<file path="config.mk">
export PLATFORM = sky130hd
export DESIGN_NAME = mem_burst_master
export DESIGN_NICKNAME = d
export VERILOG_FILES = /design/src/rtl/mem_burst_master_pkg.sv /design/src/rtl/mem_burst_rdbuf.sv /design/src/rtl/mem_burst_master.sv
export SDC_FILE = /design/constraint.sdc
export NUM_CORES = 1
export LEC_CHECK = 0
export ABC_AREA = 1
export BUFFER_PORTS_ARGS = -buffer_cell sky130_fd_sc_hd__buf_2
export CORE_MARGIN = 3
export CORE_UTILIZATION = 51
export CTS_CLUSTER_SIZE = 10
export DETAILED_ROUTE_END_ITERATION = 7
export PLACE_DENSITY = 0.82
export SYNTH_ARGS = -nofsm -noshare
export SYNTH_HDL_FRONTEND = slang
export SYNTH_HIERARCHICAL = 1
export SYNTH_SLANG_ARGS = --single-unit
</file>
<file path="constraint.sdc">
create_clock -name clk -period 2.1 [get_ports clk]
set_clock_uncertainty 0.2 [all_clocks]
set_input_delay 0.42 -clock clk [delete_from_list [all_inputs] [get_ports clk]]
set_output_delay 0.42 -clock clk [all_outputs]
set_load 0.1 [all_outputs]
</file>
<file path="src/rtl/mem_burst_master_pkg.sv">
// Shared encodings for the burst master FSM and the depth of its read-return buffer.
package mem_burst_master_pkg;

    typedef enum logic [1:0] {
        ST_IDLE  = 2'd0,
        ST_WRITE = 2'd1,
        ST_READ  = 2'd2,
        ST_DRAIN = 2'd3
    } state_t;

    localparam int RDBUF_DEPTH = 2;
    localparam int RDBUF_PTR_W = $clog2(RDBUF_DEPTH);
    localparam int RDBUF_CNT_W = $clog2(RDBUF_DEPTH + 1);

endpackage

</file>
<file path="src/rtl/mem_burst_rdbuf.sv">
// Small synchronous FIFO holding read beats returned by the RAM until the consumer accepts them.
module mem_burst_rdbuf
    import mem_burst_master_pkg::*;
#(
    parameter int DATA_W = 32
) (
    input  logic                   clk,
    input  logic                   rst_n,
    input  logic                   push,
    input  logic [DATA_W-1:0]      push_data,
    input  logic                   pop,
    output logic [DATA_W-1:0]      head_data,
    output logic [RDBUF_CNT_W-1:0] count
);

    logic [DATA_W-1:0]      mem_q [RDBUF_DEPTH];
    logic [DATA_W-1:0]      mem_d [RDBUF_DEPTH];
    logic [RDBUF_PTR_W-1:0] wr_ptr_q, wr_ptr_d;
    logic [RDBUF_PTR_W-1:0] rd_ptr_q, rd_ptr_d;
    logic [RDBUF_CNT_W-1:0] count_q, count_d;
    logic                   pop_ok;

    assign pop_ok    = pop && (count_q != '0);
    assign head_data = mem_q[rd_ptr_q];
    assign count     = count_q;

    always_comb begin
        mem_d    = mem_q;
        wr_ptr_d = wr_ptr_q;
        rd_ptr_d = rd_ptr_q;
        count_d  = count_q + RDBUF_CNT_W'(push) - RDBUF_CNT_W'(pop_ok);
        if (push) begin
            mem_d[wr_ptr_q] = push_data;
            wr_ptr_d        = wr_ptr_q + RDBUF_PTR_W'(1);
        end
        if (pop_ok) begin
            rd_ptr_d = rd_ptr_q + RDBUF_PTR_W'(1);
        end
    end

    always_ff @(posedge clk or negedge rst_n) begin
        if (!rst_n) begin
            mem_q    <= '{default: '0};
            wr_ptr_q <= '0;
            rd_ptr_q <= '0;
            count_q  <= '0;
        end else begin
            mem_q    <= mem_d;
            wr_ptr_q <= wr_ptr_d;
            rd_ptr_q <= rd_ptr_d;
            count_q  <= count_d;
        end
    end

endmodule

</file>
<file path="src/rtl/mem_burst_master.sv">
// Single-outstanding burst requester for one port pair of the 32-bit block RAM:
// write beats go straight to the RAM, read beats return through a 2-entry buffer with backpressure.
module mem_burst_master
    import mem_burst_master_pkg::*;
#(
    parameter int WIDTH = 10,
    parameter int LEN_W = 4
) (
    input  logic             clk,
    input  logic             rst_n,
    input  logic             cmd_valid,
    output logic             cmd_ready,
    input  logic             cmd_write,
    input  logic [WIDTH-1:0] cmd_addr,
    input  logic [LEN_W-1:0] cmd_len,
    input  logic             wd_valid,
    output logic             wd_ready,
    input  logic [31:0]      wd_data,
    output logic             rd_valid,
    input  logic             rd_ready,
    output logic [31:0]      rd_data,
    output logic             rd_last,
    output logic             done,
    output logic             ram_rden,
    output logic [WIDTH-1:0] ram_raddr,
    input  logic [31:0]      ram_rdata,
    output logic             ram_wren,
    output logic [WIDTH-1:0] ram_waddr,
    output logic [31:0]      ram_wdata
);

    localparam int OCC_W = RDBUF_CNT_W + 1;

    state_t                 state_q, state_d;
    logic [WIDTH-1:0]       addr_q, addr_d;
    logic [LEN_W-1:0]       rem_q, rem_d;
    logic [LEN_W-1:0]       len_q, len_d;
    logic [LEN_W-1:0]       pop_cnt_q, pop_cnt_d;
    logic                   inflight_q, inflight_d;
    logic                   done_q, done_d;
    logic                   ready_en_q;

    logic [RDBUF_CNT_W-1:0] buf_count;
    logic [31:0]            buf_head;
    logic                   pop;
    logic [OCC_W-1:0]       occupancy;
    logic [OCC_W-1:0]       occ_limit;
    logic                   rden_ok;

    mem_burst_rdbuf #(
        .DATA_W (32)
    ) u_rdbuf (
        .clk       (clk),
        .rst_n     (rst_n),
        .push      (inflight_q),
        .push_data (ram_rdata),
        .pop       (pop),
        .head_data (buf_head),
        .count     (buf_count)
    );

    assign rd_valid  = (buf_count != '0);
    assign rd_data   = rd_valid ? buf_head : '0;
    assign rd_last   = rd_valid && (pop_cnt_q == len_q);
    assign pop       = rd_valid && rd_ready;
    assign cmd_ready = ready_en_q && (state_q == ST_IDLE);
    assign done      = done_q;
    assign ram_raddr = addr_q;
    assign ram_waddr = addr_q;
    assign ram_wdata = ram_wren ? wd_data : '0;

    // A new read may only be issued if its data is guaranteed a buffer slot when it lands.
    assign occupancy = {1'b0, buf_count} + OCC_W'(inflight_q);
    assign occ_limit = OCC_W'(RDBUF_DEPTH) + OCC_W'(pop);
    assign rden_ok   = (occupancy < occ_limit);

    always_comb begin
        state_d    = state_q;
        addr_d     = addr_q;
        rem_d      = rem_q;
        len_d      = len_q;
        pop_cnt_d  = pop_cnt_q;
        inflight_d = 1'b0;
        done_d     = 1'b0;
        wd_ready   = 1'b0;
        ram_wren   = 1'b0;
        ram_rden   = 1'b0;

        case (state_q)
            ST_IDLE: begin
                if (cmd_valid && cmd_ready) begin
                    addr_d    = cmd_addr;
                    rem_d     = cmd_len;
                    len_d     = cmd_len;
                    pop_cnt_d = '0;
                    state_d   = cmd_write ? ST_WRITE : ST_READ;
                end
            end
            ST_WRITE: begin
                wd_ready = 1'b1;
                if (wd_valid) begin
                    ram_wren = 1'b1;
                    addr_d   = addr_q + WIDTH'(1);
                    rem_d    = rem_q - LEN_W'(1);
                    if (rem_q == '0) begin
                        state_d = ST_IDLE;
                        done_d  = 1'b1;
                    end
                end
            end
            ST_READ: begin
                if (rden_ok) begin
                    ram_rden   = 1'b1;
                    inflight_d = 1'b1;
                    addr_d     = addr_q + WIDTH'(1);
                    rem_d      = rem_q - LEN_W'(1);
                    if (rem_q == '0) begin
                        state_d = ST_DRAIN;
                    end
                end
            end
            ST_DRAIN: begin
                if (pop && rd_last) begin
                    state_d = ST_IDLE;
                    done_d  = 1'b1;
                end
            end
            default: state_d = ST_IDLE;
        endcase

        if (pop) begin
            pop_cnt_d = pop_cnt_q + LEN_W'(1);
        end
    end

    // ready_en_q keeps cmd_ready low while reset is held and rises on the first edge after release.
    always_ff @(posedge clk or negedge rst_n) begin
        if (!rst_n) begin
            state_q    <= ST_IDLE;
            addr_q     <= '0;
            rem_q      <= '0;
            len_q      <= '0;
            pop_cnt_q  <= '0;
            inflight_q <= 1'b0;
            done_q     <= 1'b0;
            ready_en_q <= 1'b0;
        end else begin
            state_q    <= state_d;
            addr_q     <= addr_d;
            rem_q      <= rem_d;
            len_q      <= len_d;
            pop_cnt_q  <= pop_cnt_d;
            inflight_q <= inflight_d;
            done_q     <= done_d;
            ready_en_q <= 1'b1;
        end
    end

endmodule

</file>
Word level (Yosys, flattened, before mapping) --
Cells that the tools add are included.
Storage, ports and cells: register bits after elaboration 95, logic and storage cells 91
Operators by class: reductions and logical operators 17, equality and inequality tests 10, add/sub/neg operators 9, muxes and demuxes 36, bitwise logic cells 2, order comparisons 4
Operators by type and width (count):
- $mux W32 | 6
- $bwmux W64 | 1
- $demux W32 S1 | 1
- $mux W10 | 3
- $pmux W10 S3 | 1
- $mux W4 | 6
- $mux W2 | 7
- $pmux W4 S3 | 1
- $add A10 B1 Y10 const B | 1
- $ne A2 B2 Y1 const B | 5
- $mux W1 | 8
- $pmux W2 S4 | 1
- $logic_and A1 B1 Y1 | 7
- $reduce_and A6 Y1 | 1
- $reduce_bool A2 Y1 | 3
- $add A4 B1 Y4 const B | 1
- $eq A2 B2 Y1 const B | 2
- $eq A4 B4 Y1 | 1
- $ge A2 B2 Y1 const B | 2
- $logic_not A4 Y1 | 1
- $not A1 Y2 | 2
- $reduce_and A2 Y1 | 2
- $reduce_and A4 Y1 | 1
- $sub A4 B1 Y4 const B | 1
- other kinds (12) | 13

Depth between registers and ports, before layout --
Gate-level depths: netlist of the first run.
depth in word-level cells 6, depth in mapped cells 12

Modules after synthesis --
Netlist of the first run, hierarchy kept.
By module, submodules not included:
- mem_burst_rdbuf | cells each 367, area an instance 2955.3 um2, instances 1
- mem_burst_master | cells each 383, area an instance 2323.5 um2, instances 1

Worst setup path after synthesis of the first run --
Ideal clock, no wire load.
kind register to output, start reg state_q[1], end out ram_wdata[10], slack -1647 ps, arrival 3127 ps, stages on the path, launching flop included 6, cells stage by stage dfrtp_1 > inv_1 > ha_1 > nand2_1 > clkbuf_1 > nor2_1
Between the ends: cells in the longest elaborated chain, start to end 3
RTL lines:
- from (decl) | line mem_burst_master.sv:34 | state_t state_q, state_d;
- from (signal assigned) | line mem_burst_master.sv:148 | state_q <= state_d;
- $eq A2 B1 Y1 | line mem_burst_master.sv:89 | case (state_q)
- $mux W1 | line mem_burst_master.sv:89
- $mux W32 | line mem_burst_master.sv:70 | assign ram_wdata = ram_wren ? wd_data : '0;
- to (decl) | line mem_burst_master.sv:29 | output logic [31:0] ram_wdata
Every way passes these cells.

Worst setup path after layout of the first run --
start reg u_rdbuf.count_q[0] (netlist: u_rdbuf/count[0]), end out ram_rden
Between the ends: cells in the longest elaborated chain, start to end 6, elaborated cells on any way between the ends 7
RTL lines:
- from (decl) | line mem_burst_rdbuf.sv:20 | logic [RDBUF_CNT_W-1:0] count_q, count_d;
- from (signal assigned) | line mem_burst_rdbuf.sv:51 | count_q <= count_d;
- $reduce_bool A2 Y1 | line mem_burst_master.sv:62 | assign rd_valid = (buf_count != '0);
- $logic_and A1 B1 Y1 | line mem_burst_master.sv:65 | assign pop = rd_valid && rd_ready;
- $add A2 B1 Y3 | line mem_burst_master.sv:74 | assign occ_limit = OCC_W'(RDBUF_DEPTH) + OCC_W'(pop);
- $lt A3 B3 Y1 (*) | line mem_burst_master.sv:75 | assign rden_ok = (occupancy < occ_limit);
- $mux W1 (*) | line mem_burst_master.sv:112 | if (rden_ok) begin
- $mux W1 (*) | line mem_burst_master.sv:89
- to (decl) | line mem_burst_master.sv:24 | output logic ram_rden,
Every way passes the cells marked *; elsewhere a longest branch is shown, timed or not.

==> flow_summary.yaml, run 1 <==
run_status:
  outcome: "complete, but fails checks"
  violations: "negative setup slack"
clock_tree:
  cts_tree: "yes"
  clkTransAtPathRegs_ps: 110
  cts_buffers: 9
  htreeDepth: 3
  clk_path_buf_depth: 2
  clock-sinks: 95
  clk_latency_ps: 370
  cts_root_buf: "clkbuf_8"
cells_and_area:
  final_nets: 1046
  fin_util: 0.8846
  syn2layout_area_growth_pct: 66.06
  finalNonFillerCells: 1089
  fillers: 451
  drive_above_1_share: 0.4304
critical_path:
  crit_chain: "ha_4 -> inv_1 -> nand3_2 -> nand2_4 -> nand2_4 -> nor2_4 -> buf_12"
  slowest_stage: "dfrtp_1"
  worstSetupEndpointType: "output port"
  worst-setup-path-type: "register to output port"
  cp_common_cell: "nand2_4"
  critPathRequiredTime_ps: 1480
  max_stage_delay_ps: 450
  arrival_ps: 1700
  r2r_start: "u_rdbuf/count[0]"
  critPathLaunch: "u_rdbuf/count[0]"
  setup.worst_path.start_class: "register"
  crit_fanout: 3
  rrSetupSlack_ps: -70
detailed_routing:
  vias: 5732
  drt-total-wl_um: 18530
  wl_per_cell_um: 17.02
  avgViaCountPerCell: 5.264
  drc: 0
  ant_nets: 0
  first_iter_violations: 541
  dr.pass1.iters: 6
place:
  io_buffers: 174
  place_inst: 1041
  dp_slack_ps: 121.7
  place.gp.congestion: 0.8392
  dp_hpwl_um: 10960
synthesis:
  synthFlopType: "dfrtp_1"
  synth_cells: 750
  yosysUniqueCellTypes: 29
  ys_seq_elements: 95
  synth_edf_count: 0
  synth_area_leaders: "dfrtp_1, nand2_1, inv_1"
  synth_most_common_cell: "nand2_1"
  syn_area_mm2: 0.005279
  synth_fp_nets: 846
  synth_seq_area_share: 0.4503
  yosysWarningCount: 6
  synth_top_area_share: 0.4503
  synthTopCellsByCount: "nand2_1, inv_1, dfrtp_1"
  syn_avg_cell_area_um2: 7.038
  synthArstFlopShare: 1.000
  synth_largest_area_cell: "dfrtp_1"
floorplan:
  design.core.area_mm2: 0.009910
  row_count: 36
  dieArea_mm2: 0.01161
  die_h_um: 107.7
  fp.dieW_um: 107.7
  io-pin-count: 175
  initial_core_util: 0.5327
global_routing:
  grt_start_max_net_pins: 55
  grt_pass1_wl_um: 25210
  grt_pass1_vias: 5344
  grt.total_usage: 0.2731
  antenna_found_initial: 0
  grt-ovfl-total: 0
sta:
  slew_viol_final: 0
  finalSetupViolations: 71
  hold-worst-slack_ps: 100.9
  setup_slack_ps: -223.0
  period_needed_ps: 2323
  finalCritPeriodShare: 1.106
  rsz0062_at_grt: "true"
  max_freq_ghz: 0.4305
  hold_viol_final: 0
  worstMarginPinSlew_ps: 518.7
  slew_headroom: 0.6566
worst_hold_path:
  hp-class: "input port to register"
  hold_start: "ram_rdata[12]"
job:
  maxCapViolCount: 0
[timing repair]
action,in CTS,in global routing
setup buffers,20,6
endpoints found under the setup margin,70,79
pin swaps,26,27
gates cloned,4,2
gates resized for setup,45,65
endpoints found under the hold margin,30,0
hold buffers,1,0
[worst max-delay path: cells and delay by family, from the launching register on]
kind	cells	cell delay, ps
fa+ha+maj	1	230
buf+inv	2	260
flops	1	450
simple gates	4	390
[cells by family after synthesis]
kind of cell,Yosys count,synth area share
AND/OR/NAND/NOR,360,0.2683
buffers and inverters,179,0.1422
AO/OA/AOI/OAI,96,0.09789
flip-flops,95,0.4503
adder cells (fa/ha/maj),12,0.02844
XOR/XNOR,6,0.009955
other,1,0.0007104
multiplexers,1,0.002133
[through the flow]
stage / setup TNS (ps) / cell area, um^2
detailed placement: 0 / 8003
finish: -10490 / 8766
global placement: 0 / 8003
global route: -13860 / 8763
CTS: -7461 / 8542
floorplan: -7301 / 5938
[worst paths after layout]
kind / cells past startpoint / to
setup / recovery: 7 / ram_rden
hold / removal: 3 / u_rdbuf/mem_q[44]
setup reg to reg: 13 / u_rdbuf/count[1]
hold reg to reg: 2 / u_rdbuf/mem_q[15]
max in group asynchronous: 3 / u_rdbuf/mem_q[24]
min in group asynchronous: 2 / state_q[1]
[registers in the layout, summed over array words and instances (netlist names)]
register and flops:
done 1, ready_en_q 1, ram_raddr 10, inflight_q 1
state_q 2, u_rdbuf/mem_q 64, rem_q 4, len_q 4
u_rdbuf/count 2, pop_cnt_q 4, u_rdbuf/wr_ptr_q 1, u_rdbuf/rd_ptr_q 1
[cells in the final DEF, fill, tap and decap left out, types with 4 or more instances in the layout]
cell type	synthesis	layout
o21ai_0	83	83
buf_12	0	82
ha_4	0	4
nand3_1	17	15
ha_1	12	7
nand2_2	5	33
inv_2	1	33
clkbuf_8	0	9
nor2_1	81	13
nand2_4	1	8
inv_1	138	103
buf_2	15	104
nor2_4	0	67
dfrtp_2	0	6
xor2_1	5	5
o21ai_2	6	6
nand2_1	252	216
buf_4	10	31
dfrtp_1	95	89
[per-layer routing]
layer  GRT usage  wire [um]
met5           0          0
met4     0.08837        593
met3     0.03539       1188
met2      0.4925       9892
met1      0.3372       6859
[final cells by class]
type	count	area, um^2	area share
antenna	1	2.502	0.0002855
clock inverter	7	88.84	0.01013
multi-input combinational	477	2878	0.3283
clock buffer	9	123.9	0.01413
sequential	95	2385	0.2721
inverter	140	548.0	0.06252
tap	133	166.4	0.01898
timing repair buffer	227	2574	0.2936
Power of run 1 is not shown: default switching activity piles up to over one toggle a cycle in this logic, so the estimate is an artifact.
==> run 2, diff against run 1 <==
--- a/config.mk
+++ b/config.mk
@@ -8,10 +8,10 @@
 export ABC_AREA = 1
 export BUFFER_PORTS_ARGS = -buffer_cell sky130_fd_sc_hd__buf_2
 export CORE_MARGIN = 3
-export CORE_UTILIZATION = 51
+export CORE_UTILIZATION = 46
 export CTS_CLUSTER_SIZE = 10
 export DETAILED_ROUTE_END_ITERATION = 7
-export PLACE_DENSITY = 0.82
+export PLACE_DENSITY = 0.78
 export SYNTH_ARGS = -nofsm -noshare
 export SYNTH_HDL_FRONTEND = slang
 export SYNTH_HIERARCHICAL = 1
==> constraint.sdc (replaced) <==
create_clock -name clk -period 1.9 [get_ports clk]
set_clock_uncertainty 0.2 [all_clocks]
set_input_delay 0.38 -clock clk [delete_from_list [all_inputs] [get_ports clk]]
set_output_delay 0.38 -clock clk [all_outputs]
set_load 0.1 [all_outputs]
==> flow_summary.yaml, run 2 (same netlist as run 1, synthesis figures left out) <==
critical_path:
  crit_fanout: 4
  reg2reg_depth: 12
  worst-setup-path-type: "register to output port"
  rrSetupSlack_ps: -80
  arrival_ps: 1650
  r2r-end: "rem_q[1]"
  worstSetupEndpointType: "output port"
  setup.worst_path.start_class: "register"
  critPathLaunch: "state_q[0]"
  r2r_start: "u_rdbuf/count[0]"
  critPathRequiredTime_ps: 1320
worst_hold_path:
  whs_path_depth: 3
  holdPathEnd: "u_rdbuf/mem_q[40]"
  hp-class: "input port to register"
  hold_start: "ram_rdata[8]"
clock_tree:
  clk_latency_ps: 350
  cts_tree: "yes"
  clk_path_buf_depth: 2
  cts_buffers: 9
  cts_root_buf: "clkbuf_16"
  clock-sinks: 95
  htreeDepth: 3
  clkTransAtPathRegs_ps: 70
place:
  dp_hpwl_um: 10080
  place_inst: 1055
  dp_slack_ps: 19.73
  place.gp.congestion: 0.8139
  io_buffers: 174
sta:
  finalSetupViolations: 85
  hold_viol_final: 0
  rsz0062_at_grt: "true"
  slew_viol_final: 0
  period_needed_ps: 2231
  max_freq_ghz: 0.4481
  finalCritPeriodShare: 1.174
  hold-worst-slack_ps: 86.96
  setup_slack_ps: -331.4
cells_and_area:
  syn2layout_area_growth_pct: 75.66
  fin_util: 0.8406
  most-common-layout-cells: "nand2_1, buf_2, inv_1"
  final_common_cell: "nand2_1"
  top_register: "u_rdbuf/mem_q"
  fillers: 588
  final-seq-area_mm2: 0.002395
  multi_input_area_mm2: 0.003136
  finalNonFillerCells: 1100
  largest_reg_flops: 64
  drive_above_1_share: 0.5057
  final_nets: 1050
run_status:
  outcome: "complete, but fails checks"
  violations: "negative setup slack"
global_routing:
  grt-ovfl-total: 0
  grt_start_max_net_pins: 67
  grt_pass1_wl_um: 25880
  grt.total_usage: 0.2498
  grt_pass1_vias: 5456
  antenna_found_initial: 1
detailed_routing:
  ant_nets: 0
  drc: 0
  dr.pass1.iters: 5
  drt-total-wl_um: 17960
  vias: 5646
  first_iter_violations: 412
  wl_per_cell_um: 16.33
  avgViaCountPerCell: 5.133
floorplan:
  io-pin-count: 175
  row_count: 38
  initial_core_util: 0.4786
  die_h_um: 113.1
  fp.dieW_um: 113.1
  dieArea_mm2: 0.01280
  design.core.area_mm2: 0.01103
job:
  maxCapViolCount: 0
## run 2: final cells by class
class / instances / share of cell area
antenna: 1 / 0.0002699
clock buffer: 9 / 0.02429
clock inverter: 7 / 0.008366
inverter: 140 / 0.06018
multi-input combinational: 476 / 0.3381
sequential: 95 / 0.2583
tap: 140 / 0.01889
timing repair buffer: 232 / 0.2916
## run 2: stage by stage
step           area (um^2)  setup TNS [ps]
4_1_cts               8826          -15920
3_3_place_gp          8122               0
5_1_grt               9273          -21810
2_1_floorplan         5979          -22130
6_report              9273          -17140
3_5_place_dp          8122               0
## run 2: what timing repair did
action	CTS	global route
gates cloned	5	1
hold buffers	1	0
setup endpoints to repair	70	91
hold endpoints to repair	95	0
buffers inserted	17	6
gates resized for setup	62	144
pin swaps	25	57
## run 2: how the worst max path moves through the flow
stage	cells after the start	slack, ps	endpoint
after global placement	10	80	ram_raddr[9]
after floorplan	5	-370	ram_wdata[10]
after detailed placement	11	20	ram_raddr[0]
after CTS	6	-280	ram_rden
after global routing	5	-440	ram_rden
final	5	-330	ram_rden
## run 2: metal layers
| layer | track usage | share of wire | vias up |
|---|---|---|---|
| met5 | 0 | 0 | - |
| met4 | 0.1194 | 0.041 | 0 |
| met3 | 0.03957 | 0.053 | 63 |
| li1 | - | - | 2644 |
| met1 | 0.2908 | 0.37 | 2692 |
| met2 | 0.4479 | 0.54 | 247 |
## run 2: worst max-delay path, cell delays in order (launching register included)
cell     delay [ps]
dfrtp_1         440
inv_2           100
ha_1            300
inv_1           120
nor2_4          150
buf_12          180
Power of run 2 is left out for the same reason.
==> run 3, diff against run 2 <==
==> constraint.sdc (replaced) <==
create_clock -name clk -period 1.9 [get_ports clk]
set_clock_uncertainty 0.2 [all_clocks]
set_input_delay 0.19 -clock clk [delete_from_list [all_inputs] [get_ports clk]]
set_output_delay 0.19 -clock clk [all_outputs]
set_load 0.1 [all_outputs]
==> flow_summary.yaml, run 3 (same netlist as run 1, synthesis figures left out) <==
critical_path:
  worstSetupEndpointType: "output port"
  r2r_start: "state_q[0]"
  critPathRequiredTime_ps: 1510
  critPathLaunch: "inflight_q"
  crit_fanout: 2
  worst-setup-path-type: "register to output port"
  setup.worst_path.start_class: "register"
  arrival_ps: 1640
cells_and_area:
  fillers: 590
  final_common_cell: "nand2_1"
  num_antenna_cells: 0
  final-seq-area_mm2: 0.002385
  drive_above_1_share: 0.4135
  largest_reg_flops: 64
  final_nets: 1085
  syn2layout_area_growth_pct: 76.44
  most-common-layout-cells: "nand2_1, buf_2, inv_1"
  top_register: "u_rdbuf/mem_q"
  multi_input_area_mm2: 0.002902
global_routing:
  grt.total_usage: 0.2435
  grt-ovfl-total: 0
  grt_pass1_wl_um: 25400
  grt_pass1_vias: 5335
  grt_start_max_net_pins: 57
  antenna_found_initial: 0
detailed_routing:
  wl_per_cell_um: 15.06
  ant_nets: 0
  routed-wl-met3_um: 974
  drt-total-wl_um: 17080
  first_iter_violations: 386
  wl_met1_um: 6354
  vias: 5644
  dr.pass1.iters: 6
  routed.top_layer: "met4"
  drc: 0
  avgViaCountPerCell: 4.977
  wl_met2_um: 9391
floorplan:
  initial_core_util: 0.4786
  row_count: 38
  dieArea_mm2: 0.01280
  die_h_um: 113.1
  design.core.area_mm2: 0.01103
  io-pin-count: 175
  fp.dieW_um: 113.1
sta:
  finalSetupViolations: 75
  finalCritPeriodShare: 1.066
  hold_viol_final: 0
  max_freq_ghz: 0.4936
  setup_slack_ps: -125.9
  rsz0062_at_grt: "true"
  slew_viol_final: 0
  hold-worst-slack_ps: 38.98
  period_needed_ps: 2026
run_status:
  outcome: "complete, but fails checks"
  violations: "negative setup slack"
worst_hold_path:
  hold_start: "rd_ready"
  hp-class: "input port to register"
place:
  place.gp.congestion: 0.8037
  io_buffers: 174
  dp_hpwl_um: 10270
clock_tree:
  clk_path_buf_depth: 2
  cts_root_buf: "clkbuf_16"
  cts_buffers: 9
  htreeDepth: 3
  clkTransAtPathRegs_ps: 70
  clock-sinks: 95
  clk_latency_ps: 340
  cts_tree: "yes"
job:
  maxCapViolCount: 0
-- run 3: worst paths after layout --
path                                     end  slack, ps  cells after the start
min                             pop_cnt_q[3]         40                      3
max in group asynchronous  u_rdbuf/mem_q[56]        830                      3
max                                 ram_rden       -130                      7
min in group asynchronous  u_rdbuf/mem_q[18]         80                      2
min reg2reg                 u_rdbuf/mem_q[6]        290                      2
max reg2reg                         rem_q[2]        -70                     11
-- run 3: cell type report --
type	count	area share
clock inverter	7	0.008598
sequential	95	0.2560
clock buffer	9	0.02418
multi-input combinational	476	0.3115
inverter	140	0.05817
timing repair buffer	267	0.3227
tap	140	0.01881
-- run 3: timing repair --
| item | CTS | global route |
|---|---|---|
| hold buffers | 47 | 0 |
| resized for setup | 21 | 81 |
| cloned | 1 | 6 |
| endpoints found under the setup margin | 72 | 83 |
| hold endpoints to repair | 174 | 0 |
| pin swaps | 21 | 47 |
| setup buffers | 7 | 6 |
-- run 3: worst max-delay path, stage by stage (launching register included) --
cell     delay, ps
dfrtp_1        390
ha_2           290
inv_2           60
nand3_2         80
nand2_2         70
nand2_2         70
nor2_4         150
buf_12         190
-- run 3: metrics by stage --
step	utilization	TNS, ps	cells	worst slack (ps)	instance area (um^2)
after floorplan	-	-7610	750	-207.0	5927
after global placement	0.7273	0	1051	60.71	8023
after detailed placement	0.7273	-8.165	1051	-5.196	8023
after CTS	0.8098	-2750	1122	-78.23	8932
after global routing	0.8444	-7931	1134	-163.0	9314
final	0.8444	-4375	1134	-125.9	9314
-- run 3: per-layer routing --
layer	up-vias	track usage
met4	0	0.06410
li1	2710	-
met3	34	0.03476
met5	-	0
met2	225	0.4518
met1	2675	0.2947
Power of run 3 is left out for the same reason.
